<file path="src/rtl/alarm_control_if.sv">
// Signal bundle between the clock/alarm datapath and the alarm sequencer.
// The master side drives time, buttons and the one-second tick; the slave
// side (the sequencer) returns the ring/snooze status and the alarm event.
interface alarm_control_if;
  logic       sec_tick;
  logic [4:0] clk_hh;
  logic [5:0] clk_mm;
  logic [5:0] clk_ss;
  logic [4:0] al_hh;
  logic [5:0] al_mm;
  logic       alarm_en;
  logic       snooze;
  logic       stop;
  logic       ring;
  logic       snoozing;
  logic       alarm_event;

  modport master (
    output sec_tick, clk_hh, clk_mm, clk_ss, al_hh, al_mm,
    output alarm_en, snooze, stop,
    input  ring, snoozing, alarm_event
  );

  modport slave (
    input  sec_tick, clk_hh, clk_mm, clk_ss, al_hh, al_mm,
    input  alarm_en, snooze, stop,
    output ring, snoozing, alarm_event
  );
endinterface

</file>
<file path="src/rtl/alarm_control.sv">
// Alarm sequencer: detects the start of the alarm minute, rings for a fixed
// number of seconds, and handles stop, repeatable snooze and ring timeout.
// The one-second tick is the only time base; one 12-bit down-counter serves
// both the ring and the snooze countdown.
module alarm_control #(
  parameter int RING_SECONDS   = 60,
  parameter int SNOOZE_MINUTES = 5
) (
  input  logic            ck,
  input  logic            reset,
  alarm_control_if.slave  bus
);

  typedef enum logic [1:0] {
    ST_IDLE   = 2'd0,
    ST_RING   = 2'd1,
    ST_SNOOZE = 2'd2
  } state_t;

  localparam logic [11:0] RING_LOAD   = 12'(RING_SECONDS);
  localparam logic [11:0] SNOOZE_LOAD = 12'(SNOOZE_MINUTES * 60);

  state_t      r_state;
  logic [11:0] r_cnt;
  logic        r_match_q;
  logic        r_snooze_q;
  logic        r_stop_q;
  logic        r_alarm_event;

  logic        w_match;
  logic        w_trigger;
  logic        w_snooze_p;
  logic        w_stop_p;
  logic        w_last_tick;

  // Match only at second zero of the alarm minute; the edge detect below
  // turns a held match into a single trigger per matching minute.
  assign w_match     = (bus.clk_hh == bus.al_hh) && (bus.clk_mm == bus.al_mm) &&
                       (bus.clk_ss == 6'd0);
  assign w_trigger   = w_match & ~r_match_q;
  assign w_snooze_p  = bus.snooze & ~r_snooze_q;
  assign w_stop_p    = bus.stop & ~r_stop_q;
  assign w_last_tick = bus.sec_tick && (r_cnt == 12'd1);

  // Sequencer state, countdown, input edge history and the event pulse.
  always_ff @(posedge ck or negedge reset) begin
    if (!reset) begin
      r_state       <= ST_IDLE;
      r_cnt         <= 12'd0;
      r_match_q     <= 1'b0;
      r_snooze_q    <= 1'b0;
      r_stop_q      <= 1'b0;
      r_alarm_event <= 1'b0;
    end else begin
      r_match_q     <= w_match;
      r_snooze_q    <= bus.snooze;
      r_stop_q      <= bus.stop;
      r_alarm_event <= 1'b0;
      case (r_state)
        ST_IDLE: begin
          if (w_trigger && bus.alarm_en) begin
            r_state       <= ST_RING;
            r_cnt         <= RING_LOAD;
            r_alarm_event <= 1'b1;
          end
        end
        ST_RING: begin
          // Buttons outrank the timeout tick; stop outranks snooze.
          if (!bus.alarm_en || w_stop_p) begin
            r_state <= ST_IDLE;
          end else if (w_snooze_p) begin
            r_state <= ST_SNOOZE;
            r_cnt   <= SNOOZE_LOAD;
          end else if (w_last_tick) begin
            r_state <= ST_IDLE;
            r_cnt   <= 12'd0;
          end else if (bus.sec_tick && (r_cnt != 12'd0)) begin
            r_cnt <= r_cnt - 12'd1;
          end
        end
        ST_SNOOZE: begin
          // Re-entering RING reloads the full ring time but is not a new event.
          if (!bus.alarm_en || w_stop_p) begin
            r_state <= ST_IDLE;
          end else if (w_last_tick) begin
            r_state <= ST_RING;
            r_cnt   <= RING_LOAD;
          end else if (bus.sec_tick && (r_cnt != 12'd0)) begin
            r_cnt <= r_cnt - 12'd1;
          end
        end
        default: begin
          r_state <= ST_IDLE;
        end
      endcase
    end
  end

  assign bus.ring        = (r_state == ST_RING);
  assign bus.snoozing    = (r_state == ST_SNOOZE);
  assign bus.alarm_event = r_alarm_event;

endmodule

</file>
<file path="src/flat_wrapper.sv">
// flat-port wrapper written by rule: the top's interface ports become plain ports
module alarm_control_flat 
#(
  parameter int RING_SECONDS   = 60,
  parameter int SNOOZE_MINUTES = 5
)
  (ck, reset, bus_sec_tick, bus_clk_hh, bus_clk_mm, bus_clk_ss, bus_al_hh, bus_al_mm, bus_alarm_en, bus_snooze, bus_stop, bus_ring, bus_snoozing, bus_alarm_event);
  alarm_control_if bus_i ();
  input  logic ck;
  input  logic reset;
  input wire logic [$bits(bus_i.sec_tick)-1:0] bus_sec_tick;
  input wire logic [$bits(bus_i.clk_hh)-1:0] bus_clk_hh;
  input wire logic [$bits(bus_i.clk_mm)-1:0] bus_clk_mm;
  input wire logic [$bits(bus_i.clk_ss)-1:0] bus_clk_ss;
  input wire logic [$bits(bus_i.al_hh)-1:0] bus_al_hh;
  input wire logic [$bits(bus_i.al_mm)-1:0] bus_al_mm;
  input wire logic [$bits(bus_i.alarm_en)-1:0] bus_alarm_en;
  input wire logic [$bits(bus_i.snooze)-1:0] bus_snooze;
  input wire logic [$bits(bus_i.stop)-1:0] bus_stop;
  output wire logic [$bits(bus_i.ring)-1:0] bus_ring;
  output wire logic [$bits(bus_i.snoozing)-1:0] bus_snoozing;
  output wire logic [$bits(bus_i.alarm_event)-1:0] bus_alarm_event;
  assign bus_i.sec_tick = bus_sec_tick;
  assign bus_i.clk_hh = bus_clk_hh;
  assign bus_i.clk_mm = bus_clk_mm;
  assign bus_i.clk_ss = bus_clk_ss;
  assign bus_i.al_hh = bus_al_hh;
  assign bus_i.al_mm = bus_al_mm;
  assign bus_i.alarm_en = bus_alarm_en;
  assign bus_i.snooze = bus_snooze;
  assign bus_i.stop = bus_stop;
  assign bus_ring = bus_i.ring;
  assign bus_snoozing = bus_i.snoozing;
  assign bus_alarm_event = bus_i.alarm_event;
  alarm_control #(.RING_SECONDS(RING_SECONDS), .SNOOZE_MINUTES(SNOOZE_MINUTES)) u_core (.ck(ck), .reset(reset), .bus(bus_i));
endmodule
</file>
<file path="config.mk">
export PLATFORM = sky130hd
export DESIGN_NAME = alarm_control_flat
export DESIGN_NICKNAME = d
export VERILOG_FILES = /design/src/rtl/alarm_control_if.sv /design/src/rtl/alarm_control.sv /design/src/flat_wrapper.sv
export SDC_FILE = /design/constraint.sdc
export NUM_CORES = 1
export LEC_CHECK = 0
export CORE_MARGIN = 3
export CORE_UTILIZATION = 40
export DETAILED_ROUTE_END_ITERATION = 8
export PLACE_DENSITY = 0.71
export REMOVE_ABC_BUFFERS = 1
export SYNTH_ARGS = -nofsm -noshare
export SYNTH_HDL_FRONTEND = slang
export SYNTH_SLANG_ARGS = --single-unit
export TNS_END_PERCENT = 100
</file>
<file path="constraint.sdc">
create_clock -name ck -period 2.1 [get_ports ck]
set_input_delay 0.21 -clock ck [delete_from_list [all_inputs] [get_ports ck]]
set_output_delay 0.21 -clock ck [all_outputs]
set_load 0.01 [all_outputs]
</file>
-- Yosys cells after proc, flatten, opt, wreduce, memory -nomap -nowiden
Index checks and enable logic that the tools add are counted.
Widths: inputs -> output; s select.
- shift-type cells: 0
- bitwise logic cells: 6
- add/subtract/negate cells: 1
- div/mod/pow operators: 0
- magnitude comparators: 0
- reductions and logical operators: 13
- $mul: 0
- equality and inequality tests: 10
- muxes and demuxes: 17
- operators with widths (cell ; count):
    $mux 12 ; 7
    $pmux 12 s3 ; 1
    $eq 12x1->1 const B ; 1
    $mux 2 ; 6
    $reduce_bool 12->1 ; 1
    $sub 12x1->12 const B ; 1
    $eq 6x6->1 ; 1
    $logic_not 6->1 ; 1
    $pmux 2 s3 ; 1
    $eq 5x5->1 ; 1
    $logic_and 1x1->1 ; 5
    $ne 2x2->1 const B ; 2
    $ne 4x1->1 const B ; 1
    $reduce_and 4->1 ; 1
    $and 1x1->1 ; 3
    $ne 3x1->1 const B ; 1
    $not 1->1 ; 3
    $reduce_and 3->1 ; 1
    $reduce_bool 3->1 ; 1
    $eq 2x1->1 const B ; 1
    $eq 2x2->1 const B ; 1
    $logic_not 2->1 ; 1
    $mux 1 ; 2
    $ne 2x1->1 const B ; 1
    other kinds (2) ; 2
- RAM bits: 0
- register bits after elaboration: 18
- output and inout port bits: 3
- word-level logic and storage cells: 53
- bits in latches: 0
- ROM bits: 0
- memories kept: 0

-- Longest topological paths before layout
- depth in word-level cells: 7
- mapped depth: 8
- gate-level depth less buffers: 8

-- Worst setup path before layout
Ideal clock, no wire load.
- path kind: reg-to-reg
- start point: reg u_core.r_cnt[5]
- end point: reg u_core.r_cnt[11]
- clock period less this slack: 2193 ps
- path buffers: 0
- required time: 1979 ps
- library setup time: 121 ps
- path slack: -93 ps
- cell stages (with the launch flop): 7
- arrival time: 2072 ps
- cells stage by stage: dfrtp_1 > or3_4 > a31o_1 > or3_1 > or2_0 > a211o_1 > a22o_1
- word-level cells in the longest chain between the ends: 7
- elaborated cells on any way between the ends: 12
- those cells by class: add/sub: 1; eq/ne: 1; mux: 7; reduce/logical: 3
- RTL lines (what ; RTL line ; source):
    start: declaration ; alarm_control.sv:24 ; logic [11:0] r_cnt;
    start signal: assignment ; alarm_control.sv:78 ; r_cnt <= r_cnt - 12'd1;
    start signal: assignment ; alarm_control.sv:89 ; r_cnt <= r_cnt - 12'd1;
    parallel branches: the longest is 6 deep, another holds $sub 12x1->12 ; n/a ;
    $pmux 12 s3 * ; alarm_control.sv:59 ; case (r_state)
Every way passes the cells marked *. The select of a mux whose other input is x is not followed.
A chain may end at the register's enable or synchronous reset.

-- Worst setup path after layout
- start point: reg u_core.r_cnt[6]
- end point: reg u_core.r_cnt[11]
Same word-level chain as after synthesis.

==> results_dict.tcl <==
set metrics [dict create \
    critPathRequiredTime_ns 2.31 \
    worst_setup_path_start_kind "register" \
    cp_num_buf_inv 0 \
    fin_setup_tns_ns -0.0827 \
    nets 281 \
    synth_flop_cell "dfrtp_1" \
    cts_hold_buffers 0 \
    cts_max_path_buffers 2 \
    power.density_mw_per_mm2 985 \
    insertion_delay_ns 0.31 \
    rows 20 \
    yosysWarnings 0 \
    max_cap_violations 0 \
    r2r-start "u_core.r_cnt[6]" \
    drtIter0Drc 83 \
    die_h_um 64.8 \
    mostFrequentLayoutCell "buf_4" \
    critPathArrivalTime_ns 2.40 \
    yosysTopAreaCellShare_pct 32.5 \
    worstSetupPathType "reg2reg" \
    period_share_pct 104 \
    routed_wl_mm 4.59 \
    core-area_sq_mm 0.00318 \
    hold_path.class "in2async" \
    r2r_slack_ns -0.08 \
    netlist_area_sq_mm 0.00138 \
    clkTransAtPathRegs_ns 0.12 \
    drive_gt1_share_pct 32.6 \
    yosysTopAreaCell "dfrtp_1" \
    portBuffers 36 \
    yosys-top-cells-area "dfrtp_1 (33%), ha_1 (6.3%), inv_1 (4.1%), nor2_1 (3.8%), nor3_1 (3.3%)" \
    syn_avg_cell_area_sq_um 8.76 \
    critical-path-slowest-cell "dfrtp_1" \
    rsz0062_at_grt "true" \
    cp.depth 6 \
    antenna_found_initial 0 \
    leakagePower_uw 0.00107 \
    clockRootBuffer "clkbuf_4" \
    tightest_slew_ns 0.465 \
    peakVddDrop_uv 640 \
    ys_types 51 \
    num_vias 1556 \
    cp_max_fo 3 \
    antenna_cells 0 \
    cp-end-kind "register" \
    failed_checks "negative setup slack" \
    status "finished, violations left" \
    synthArstFlopShare_pct 100 \
    placed_cells 272 \
    endpoint "u_core.r_cnt[11]" \
    setup_ws_ns -0.0827 \
    wl_per_cell_um 16.2 \
    fin_cells 283 \
    cpLargestDelayFamily "simple AND/OR/NAND/NOR gates" \
    finClkSkew_ns 0.00632 \
    power_uw 2270 \
    synth-seq-cells 18 \
    worstPathCellList "or3_4 -> a31o_4 -> or3_4 -> or2_1 -> a211o_1 -> a22o_1" \
    post-place-ws_ns -0.392 \
    start_util_pct 43.5 \
    mostFrequentLayoutCells "buf_4 (38), clkdlybuf4s50_1 (27), dfrtp_1 (18), inv_1 (13), nor2_1 (13)" \
    hold_viol 0 \
    crit_path_max_incr_delay_ns 0.42 \
    clock-sinks 18 \
    gp_congestion 0.914 \
    area_delta_synth_final_pct 66.7 \
    reg2reg_to "u_core.r_cnt[11]" \
    cts_inserted_buffers 3 \
    grt_pass1_wl_mm 7.27 \
    drc_errors 0 \
    grt-ovfl-total 0 \
    die_w_um 64.8 \
    ios 37 \
    cpMostUsedCell "or3_4" \
    dieArea_sq_mm 0.00420 \
    fmax_mhz 458 \
    antenna_left 0 \
    grt_max_degree 11 \
    postSynthCellCount 158 \
    drt_pass1_iterations 5 \
    finalSetupViolCount 1 \
    slew_headroom_pct 68.9 \
    fin_crit_ns 2.18 \
    viasPerCell 5.50 \
    htree_num_levels 1 \
    r2r_cells 6 \
    crit_start "u_core.r_cnt[6]" \
    hpwlAfterDp_mm 3.46 \
    tritoncts "done" \
    finalMaxSlewViolations 0 \
    synth_edf_count 0 \
    first_global_vias 1574 \
    holdWs_ns 0.203 \
    yosysSeqAreaShare_pct 32.5 \
    track_usage_pct 22.2 \
]
[power by group]
| group | internal (uW) | switching (uW) | total, uW |
|---|---|---|---|
| clock | 106 | 123 | 229 |
| combinational | 764 | 778 | 1540 |
| sequential | 422 | 80.5 | 503 |
[worst min path at each step]
stage               depth (start not counted)             start                      to
floorplan                                   0             reset  u_core.bus.alarm_event
global placement                            1  u_core.r_cnt[11]        u_core.r_cnt[11]
detailed placement                          1  u_core.r_cnt[11]        u_core.r_cnt[11]
CTS                                         1             reset         u_core.r_cnt[0]
global route                                1             reset         u_core.r_cnt[0]
finish                                      1             reset         u_core.r_cnt[0]
[flip-flops by register name, indices dropped and copies added (netlist names)]
signal / flops
u_core.bus.alarm_event: 1
u_core.r_cnt: 12
u_core.r_match_q: 1
u_core.r_snooze_q: 1
u_core.r_state: 2
u_core.r_stop_q: 1
[layout make-up]
cell class / count / area [sq um]
multi-input combinational: 125 / 1010
fill: 242 / 871
timing repair buffer: 77 / 702
sequential: 18 / 450
inverter: 15 / 56.3
tap: 44 / 55.1
clock buffer: 4 / 36.3
[synth_stat cells (2+ instances only)]
cell type,count
o21ai_0,4
o211ai_1,2
a32o_1,2
nor2_1,14
nand2_1,9
nor3b_1,2
ha_1,7
a21oi_1,7
nor4_1,2
dfrtp_1,18
xor2_1,4
a22o_1,5
a31o_2,2
o31ai_1,3
or3_1,2
a21o_1,3
nand2b_1,4
nand4_1,2
a31oi_1,4
nand3_1,7
nor3_1,9
inv_1,15
xnor2_1,3
[cells by family after synthesis]
group | share of synthesized area, %
buffers and inverters | 4.07
xor gates and xnor gates | 4.43
muxes | 1.54
DFF | 32.5
and+or+nand+nor | 24.1
adders and majority gates | 6.33
AOI/OAI and AO/OA | 26.9
[metal layers]
layer	GRT usage (%)	part of all wire, %	up-vias
met5	0	0	-
met1	28.1	44	746
met2	37.3	50	39
met3	4.85	3.7	10
li1	-	-	761
met4	7.39	1.7	0
[timing repair]
item | in CTS | in global routing
cloned | 0 | 0
resized for setup | 12 | 31
setup buffers | 3 | 4
pin swaps | 10 | 14
setup endpoints to repair | 9 | 14
[through the flow]
step                utilization, %  area, sq um
finish                        72.6         2310
global route                  72.6         2310
CTS                           68.3         2170
detailed placement            64.6         2050
global placement              64.6         2050
floorplan                        -         1380
(Power assumes the default switching activity.)
